--- src/rtl/i2c_pkg.sv ---
// Shared constants for the I2C target: FSM encoding, ACK/NACK bus levels
// and the default 7-bit target address.
package i2c_pkg;

  localparam logic [3:0] ST_IDLE      = 4'd0;
  localparam logic [3:0] ST_ADDR      = 4'd1;
  localparam logic [3:0] ST_ADDR_ACK  = 4'd2;
  localparam logic [3:0] ST_PTR       = 4'd3;
  localparam logic [3:0] ST_PTR_ACK   = 4'd4;
  localparam logic [3:0] ST_WDATA     = 4'd5;
  localparam logic [3:0] ST_WDATA_ACK = 4'd6;
  localparam logic [3:0] ST_RDATA     = 4'd7;
  localparam logic [3:0] ST_RDATA_ACK = 4'd8;
  localparam logic [3:0] ST_IGNORE    = 4'd9;

  localparam logic I2C_ACK  = 1'b0;
  localparam logic I2C_NACK = 1'b1;

  localparam logic [6:0] DEFAULT_TARGET_ADDR = 7'h55;

endpackage

--- src/rtl/i2c_line_cond.sv ---
// Synchroniser plus edge detector for one asynchronous I2C line.
// Resets to the idle-high level so leaving reset never produces a false edge.
module i2c_line_cond #(
  parameter int SYNC_STAGES = 2
) (
  input  logic clk,
  input  logic rst,
  input  logic i_line,
  output logic o_level,
  output logic o_rise,
  output logic o_fall
);

  logic [SYNC_STAGES-1:0] r_sync;
  logic                   r_prev;

  always_ff @(posedge clk) begin
    if (rst) begin
      r_sync <= '1;
      r_prev <= 1'b1;
    end else begin
      r_sync <= {r_sync[SYNC_STAGES-2:0], i_line};
      r_prev <= r_sync[SYNC_STAGES-1];
    end
  end

  assign o_level = r_sync[SYNC_STAGES-1];
  assign o_rise  = o_level & ~r_prev;
  assign o_fall  = ~o_level & r_prev;

endmodule

--- src/rtl/i2c_target_regbuf.sv ---
// I2C target with a DEPTH x 8 register buffer, auto-incrementing pointer
// and a host port sharing the same buffer.
module i2c_target_regbuf
  import i2c_pkg::*;
#(
  parameter logic [6:0] TARGET_ADDR = DEFAULT_TARGET_ADDR,
  parameter int         DEPTH       = 32,
  parameter int         PTR_W       = $clog2(DEPTH),
  parameter int         SYNC_STAGES = 2
) (
  input  logic             clk,
  input  logic             rst,
  input  logic             scl_i,
  input  logic             sda_i,
  output logic             sda_oe,
  input  logic             host_we,
  input  logic [PTR_W-1:0] host_addr,
  input  logic [7:0]       host_wdata,
  output logic [7:0]       host_rdata,
  output logic             bus_wr_pulse,
  output logic [PTR_W-1:0] bus_wr_addr,
  output logic             addr_hit,
  output logic             busy
);

  logic w_scl, w_scl_rise, w_scl_fall;
  logic w_sda, w_sda_rise, w_sda_fall;
  logic w_start, w_stop;
  logic [7:0] w_rx_byte;
  logic [7:0] w_mem_rd;

  logic [3:0]       r_state;
  logic [3:0]       r_bitcnt;
  logic [7:0]       r_shift;
  logic [PTR_W-1:0] r_ptr;
  logic             r_rw;
  logic             r_phase;
  logic             r_sda_oe;
  logic             r_busy;
  logic             r_addr_hit;
  logic             r_wr_pulse;
  logic [PTR_W-1:0] r_wr_addr;
  logic [7:0]       r_wr_data;
  logic [7:0]       r_host_rdata;
  logic [7:0]       r_mem [DEPTH];

  i2c_line_cond #(.SYNC_STAGES(SYNC_STAGES)) u_scl_cond (
    .clk(clk), .rst(rst), .i_line(scl_i),
    .o_level(w_scl), .o_rise(w_scl_rise), .o_fall(w_scl_fall)
  );

  i2c_line_cond #(.SYNC_STAGES(SYNC_STAGES)) u_sda_cond (
    .clk(clk), .rst(rst), .i_line(sda_i),
    .o_level(w_sda), .o_rise(w_sda_rise), .o_fall(w_sda_fall)
  );

  assign w_start   = w_sda_fall & w_scl;
  assign w_stop    = w_sda_rise & w_scl;
  assign w_rx_byte = {r_shift[6:0], w_sda};
  assign w_mem_rd  = r_mem[r_ptr];

  // r_phase marks the second half of an ACK slot: in the write-side ACK
  // states it means SDA is already pulled low, in RDATA_ACK that the master ACKed.
  always_ff @(posedge clk) begin
    if (rst) begin
      r_state    <= ST_IDLE;
      r_bitcnt   <= '0;
      r_shift    <= '0;
      r_ptr      <= '0;
      r_rw       <= 1'b0;
      r_phase    <= 1'b0;
      r_sda_oe   <= 1'b0;
      r_busy     <= 1'b0;
      r_addr_hit <= 1'b0;
      r_wr_pulse <= 1'b0;
      r_wr_addr  <= '0;
      r_wr_data  <= '0;
    end else begin
      r_addr_hit <= 1'b0;
      r_wr_pulse <= 1'b0;
      if (w_stop) begin
        r_state  <= ST_IDLE;
        r_sda_oe <= 1'b0;
        r_busy   <= 1'b0;
      end else if (w_start) begin
        r_state  <= ST_ADDR;
        r_bitcnt <= '0;
        r_sda_oe <= 1'b0;
      end else begin
        case (r_state)
          ST_ADDR: begin
            if (w_scl_rise) begin
              r_shift  <= w_rx_byte;
              r_bitcnt <= r_bitcnt + 4'd1;
              if (r_bitcnt == 4'd7) begin
                r_bitcnt <= '0;
                r_phase  <= 1'b0;
                r_rw     <= w_sda;
                // Address 0 is the general call and is never acknowledged
                if (w_rx_byte[7:1] == TARGET_ADDR && w_rx_byte[7:1] != 7'd0) begin
                  r_addr_hit <= 1'b1;
                  r_busy     <= 1'b1;
                  r_state    <= ST_ADDR_ACK;
                end else begin
                  r_state <= ST_IGNORE;
                end
              end
            end
          end
          ST_ADDR_ACK, ST_PTR_ACK, ST_WDATA_ACK: begin
            if (w_scl_fall) begin
              if (!r_phase) begin
                r_phase  <= 1'b1;
                r_sda_oe <= ~I2C_ACK;
              end else begin
                r_phase  <= 1'b0;
                r_bitcnt <= '0;
                r_sda_oe <= 1'b0;
                if (r_state == ST_ADDR_ACK && r_rw) begin
                  r_state  <= ST_RDATA;
                  r_shift  <= w_mem_rd;
                  r_sda_oe <= ~w_mem_rd[7];
                end else if (r_state == ST_ADDR_ACK) begin
                  r_state <= ST_PTR;
                end else begin
                  r_state <= ST_WDATA;
                end
              end
            end
          end
          ST_PTR, ST_WDATA: begin
            if (w_scl_rise) begin
              r_shift  <= w_rx_byte;
              r_bitcnt <= r_bitcnt + 4'd1;
              if (r_bitcnt == 4'd7) begin
                r_bitcnt <= '0;
                r_phase  <= 1'b0;
                if (r_state == ST_PTR) begin
                  r_ptr   <= w_rx_byte[PTR_W-1:0];
                  r_state <= ST_PTR_ACK;
                end else begin
                  r_wr_pulse <= 1'b1;
                  r_wr_addr  <= r_ptr;
                  r_wr_data  <= w_rx_byte;
                  r_ptr      <= r_ptr + PTR_W'(1);
                  r_state    <= ST_WDATA_ACK;
                end
              end
            end
          end
          ST_RDATA: begin
            if (w_scl_rise) begin
              r_bitcnt <= r_bitcnt + 4'd1;
            end else if (w_scl_fall) begin
              if (r_bitcnt == 4'd8) begin
                r_sda_oe <= 1'b0;
                r_ptr    <= r_ptr + PTR_W'(1);
                r_phase  <= 1'b0;
                r_state  <= ST_RDATA_ACK;
              end else begin
                r_shift  <= {r_shift[6:0], r_shift[7]};
                r_sda_oe <= ~r_shift[6];
              end
            end
          end
          ST_RDATA_ACK: begin
            if (w_scl_rise) begin
              if (w_sda == I2C_NACK) begin
                r_state <= ST_IGNORE;
              end else begin
                r_phase <= 1'b1;
              end
            end else if (w_scl_fall && r_phase) begin
              r_phase  <= 1'b0;
              r_bitcnt <= '0;
              r_shift  <= w_mem_rd;
              r_sda_oe <= ~w_mem_rd[7];
              r_state  <= ST_RDATA;
            end
          end
          default: ;
        endcase
      end
    end
  end

  // Bus commits land one cycle after the 8th bit, while bus_wr_pulse is high;
  // a host write to the same entry in that cycle is dropped.
  always_ff @(posedge clk) begin
    if (host_we && !(r_wr_pulse && host_addr == r_wr_addr)) begin
      r_mem[host_addr] <= host_wdata;
    end
    if (r_wr_pulse) begin
      r_mem[r_wr_addr] <= r_wr_data;
    end
  end

  always_ff @(posedge clk) begin
    if (rst) begin
      r_host_rdata <= '0;
    end else begin
      r_host_rdata <= r_mem[host_addr];
    end
  end

  assign sda_oe       = r_sda_oe;
  assign host_rdata   = r_host_rdata;
  assign bus_wr_pulse = r_wr_pulse;
  assign bus_wr_addr  = r_wr_addr;
  assign addr_hit     = r_addr_hit;
  assign busy         = r_busy;

endmodule

--- config.mk ---
export PLATFORM = sky130hd
export DESIGN_NAME = i2c_target_regbuf
export DESIGN_NICKNAME = d
export VERILOG_FILES = /design/src/rtl/i2c_pkg.sv /design/src/rtl/i2c_line_cond.sv /design/src/rtl/i2c_target_regbuf.sv
export SDC_FILE = /design/constraint.sdc
export NUM_CORES = 1
export LEC_CHECK = 0
export CORE_MARGIN = 3
export CORE_UTILIZATION = 55
export CTS_BUF_LIST = sky130_fd_sc_hd__clkbuf_2
export DETAILED_ROUTE_END_ITERATION = 8
export PLACE_DENSITY = 0.72
export REMOVE_ABC_BUFFERS = 1
export SLEW_MARGIN = 30
export SYNTH_ARGS = -nofsm -noshare
export SYNTH_HDL_FRONTEND = slang
export SYNTH_SLANG_ARGS = --single-unit
--- constraint.sdc ---
create_clock -name clk -period 8.5 [get_ports clk]
set_clock_uncertainty 0.2 [all_clocks]
set_input_delay 1.275 -clock clk [delete_from_list [all_inputs] [get_ports clk]]
set_output_delay 1.275 -clock clk [all_outputs]
set_load 0.1 [all_outputs]
==> reports/results.ini <==
[place]
pre_cts_ws_ns=3.50
dpl_cell_area_mm2=0.0186
io_buffers=34
place_congestion=0.933
dpl.hpwl_um=34100

[floorplan]
start_util=0.566
dieArea_mm2=0.0351
core_mm2=0.0320
die_y_um=187
io_pins=35
fp-row-count=65
fp.dieW_um=187

[worst_setup_path]
path_class=reg2out
cpMaxStageDelayCell=clkdlybuf4s50_1
cp-start-kind=register
critPathCaptureType=output port
crit_chain=clkdlybuf4s50_1
crit_buf_inv=1
arrival_ns=2.90
worstPathRequired_ns=7.03
cp_slowest_stage_delay_ns=1.25
cp_top_family=buffers and inverters
cp_max_fo=11

[power_and_ir_drop]
finalPower_w=0.00323
powerDensity_mw_per_mm2=167
power_frac_seq=0.537
power_frac_clock=0.343
p_comb_frac=0.120
switching_share=0.285
p_int_w=0.00231
power.switching_w=0.000922
leakage_nw=6.31
irDropWorstVdd_v=0.0000927

[detailed_routing]
first_pass_iters=6
ant_nets=0
drc_errors=0
wl_per_cell_um=30.4
vias_per_cell=7.01
drtIter0Drc=1654
routed_wl_um=54500
vias=12600

[clock_tree]
cts_resized=0
clkTransAtPathRegs_ns=0.09
cts_max_path_buffers=3
cts_buffers=82
cts_tree=yes
cts_sinks=315
cts_htree_levels=3
holdBufCountCts=0
clk_latency_ns=0.99
cts-root-buf=clkbuf_2
cts_setup_buffers=0

[grt]
grt_max_degree=65
grt_antenna_before_repair=3
grt_pass1_wl_um=79500
grt.total_usage=0.307
grt-ovfl-total=0
grt_pass1_vias=12200

[sta]
period_share=0.515
drv_slew=0
fin_tns_setup_ns=0
hold_viol_final=0
worstMarginPinSlew_ns=1.03
setup_viol=0
period_minus_slack_ns=4.38
max_freq_ghz=0.228
rsz0062_at_grt=no
setup_ws_ns=4.12
slew_headroom=0.314

[yosys]
syn_inst=1285
yosysSeqAreaShare=0.490
synth_ff_type=edfxtp_1
async_flop_share=0
yosysWarnings=0
synth_cell_type_count=59
ys_ff_latch=315
netlist_area_mm2=0.0181
synth_edf_count=256
avgSynthCellArea_um2=14.1

[cells_and_area]
nets=1315
fin_util=0.606
area_growth_pct=7.14
final_area_mm2=0.0194
final.fill_count=2493
drive_gt1_frac=0.431

[job]
max_cap_violations=0

[worst_hold_path]
hp-class=reg2reg

[outcome]
outcome=finished, final reports clean

metrics by stage:
| step | hold slack [ns] | std cells |
|---|---|---|
| 2_1_floorplan | 0.189 | 1164 |
| 3_3_place_gp | 0.193 | 1643 |
| 3_5_place_dp | 0.196 | 1645 |
| 4_1_cts | 0.220 | 1791 |
| 5_1_grt | 0.257 | 1795 |
| 6_report | 0.226 | 1795 |
worst paths after layout:
check,startpoint,endpoint,slack (ns),cells after the start
worst max-delay path,bus_wr_addr[4],bus_wr_addr[4],4.12,1
worst min-delay path,u_sda_cond.r_sync[0],u_sda_cond.r_sync[1],0.23,1
worst max register to register,bus_wr_addr[4],r_mem[25][5],4.96,5
worst min register to register,u_sda_cond.r_sync[0],u_sda_cond.r_sync[1],0.23,1
power groups by stage:
stage,logic [W],registers (W),clock network [W]
after global routing,0.000415,0.00174,0.00120
after global placement,0.000370,0.00177,0
after floorplan,0.000231,0.00178,0
final,0.000389,0.00174,0.00111
after detailed placement,0.000379,0.00177,0
after CTS,0.000381,0.00173,0.00113
routing by layer:
metal,vias up,GRT usage,share of wire
li1,5197,-,-
met4,0,0.117,0.040
met3,161,0.0830,0.11
met1,6359,0.414,0.37
met2,873,0.480,0.47
met5,-,0,0
kinds of logic (layout without fill, tap and decap cells):
logic type	after synthesis	in the layout	synth area share
simple gates	223	223	0.0637
xor+xnor	6	6	0.00290
mux	427	427	0.349
compound gates	166	166	0.0588
flops	315	315	0.490
buf+inv	145	216	0.0331
fa+ha+maj	3	3	0.00207
other cells	0	4	0
sequential cells by signal, summed over array words and instances, names as in the netlist, named ones only:
signal / count
u_scl_cond.r_sync: 2
u_sda_cond.r_sync: 2
bus_wr_pulse: 1
busy: 1
addr_hit: 1
r_bitcnt: 4
u_sda_cond.r_prev: 1
u_scl_cond.r_prev: 1
r_shift: 8
r_rw: 1
r_ptr: 5
host_rdata: 8
sda_oe: 1
r_wr_data: 8
r_mem: 256
bus_wr_addr: 5
r_state: 4
r_phase: 1
synthesized netlist by cell type (6+ instances only):
cell type,count,area share
nand2_1,55,0.011
o32ai_1,7,0.0034
nor3_1,10,0.0028
buf_4,7,0.0029
or2_2,7,0.0024
mux2_2,265,0.16
mux2i_1,25,0.014
nand3b_1,11,0.0046
dfxtp_1,59,0.065
mux4_2,137,0.17
nand2b_1,9,0.0031
o21ai_0,31,0.0086
clkbuf_1,86,0.018
a211oi_1,11,0.0046
a31oi_1,25,0.0086
a21oi_1,35,0.0097
edfxtp_1,256,0.42
a2111oi_0,6,0.0029
nor2b_1,19,0.0066
and3_1,12,0.0041
inv_1,24,0.0050
buf_2,23,0.0064
nor2_1,54,0.011
or3_1,7,0.0024
nand3_1,14,0.0039
o22ai_1,26,0.0090
layout make-up:
| cell class | count | area (µm²) | area share |
|---|---|---|---|
| clock inverters | 30 | 201 | 0.0104 |
| clock buffers | 116 | 581 | 0.0299 |
| well taps | 435 | 544 | 0.0281 |
| inverters | 24 | 90.1 | 0.00465 |
| repair buffers | 46 | 422 | 0.0218 |
| flip-flops and latches | 315 | 8900 | 0.459 |
| multi-input cells | 825 | 8640 | 0.446 |
| diodes | 4 | 10.0 | 0.000516 |
cell usage in the layout (no fill, tap or decap), types with 19 or more instances in the layout:
cell,Yosys,final
nor2b_1,19,19
nand2_1,55,55
inv_1,24,24
clkbuf_2,0,116
mux2i_1,25,25
edfxtp_1,256,256
mux4_2,137,137
clkdlybuf4s50_1,0,24
o22ai_1,26,26
a31oi_1,25,25
mux2_2,265,265
nor2_1,54,54
dfxtp_1,59,48
a21oi_1,35,35
Note: power is estimated with default switching activity, not from simulation.
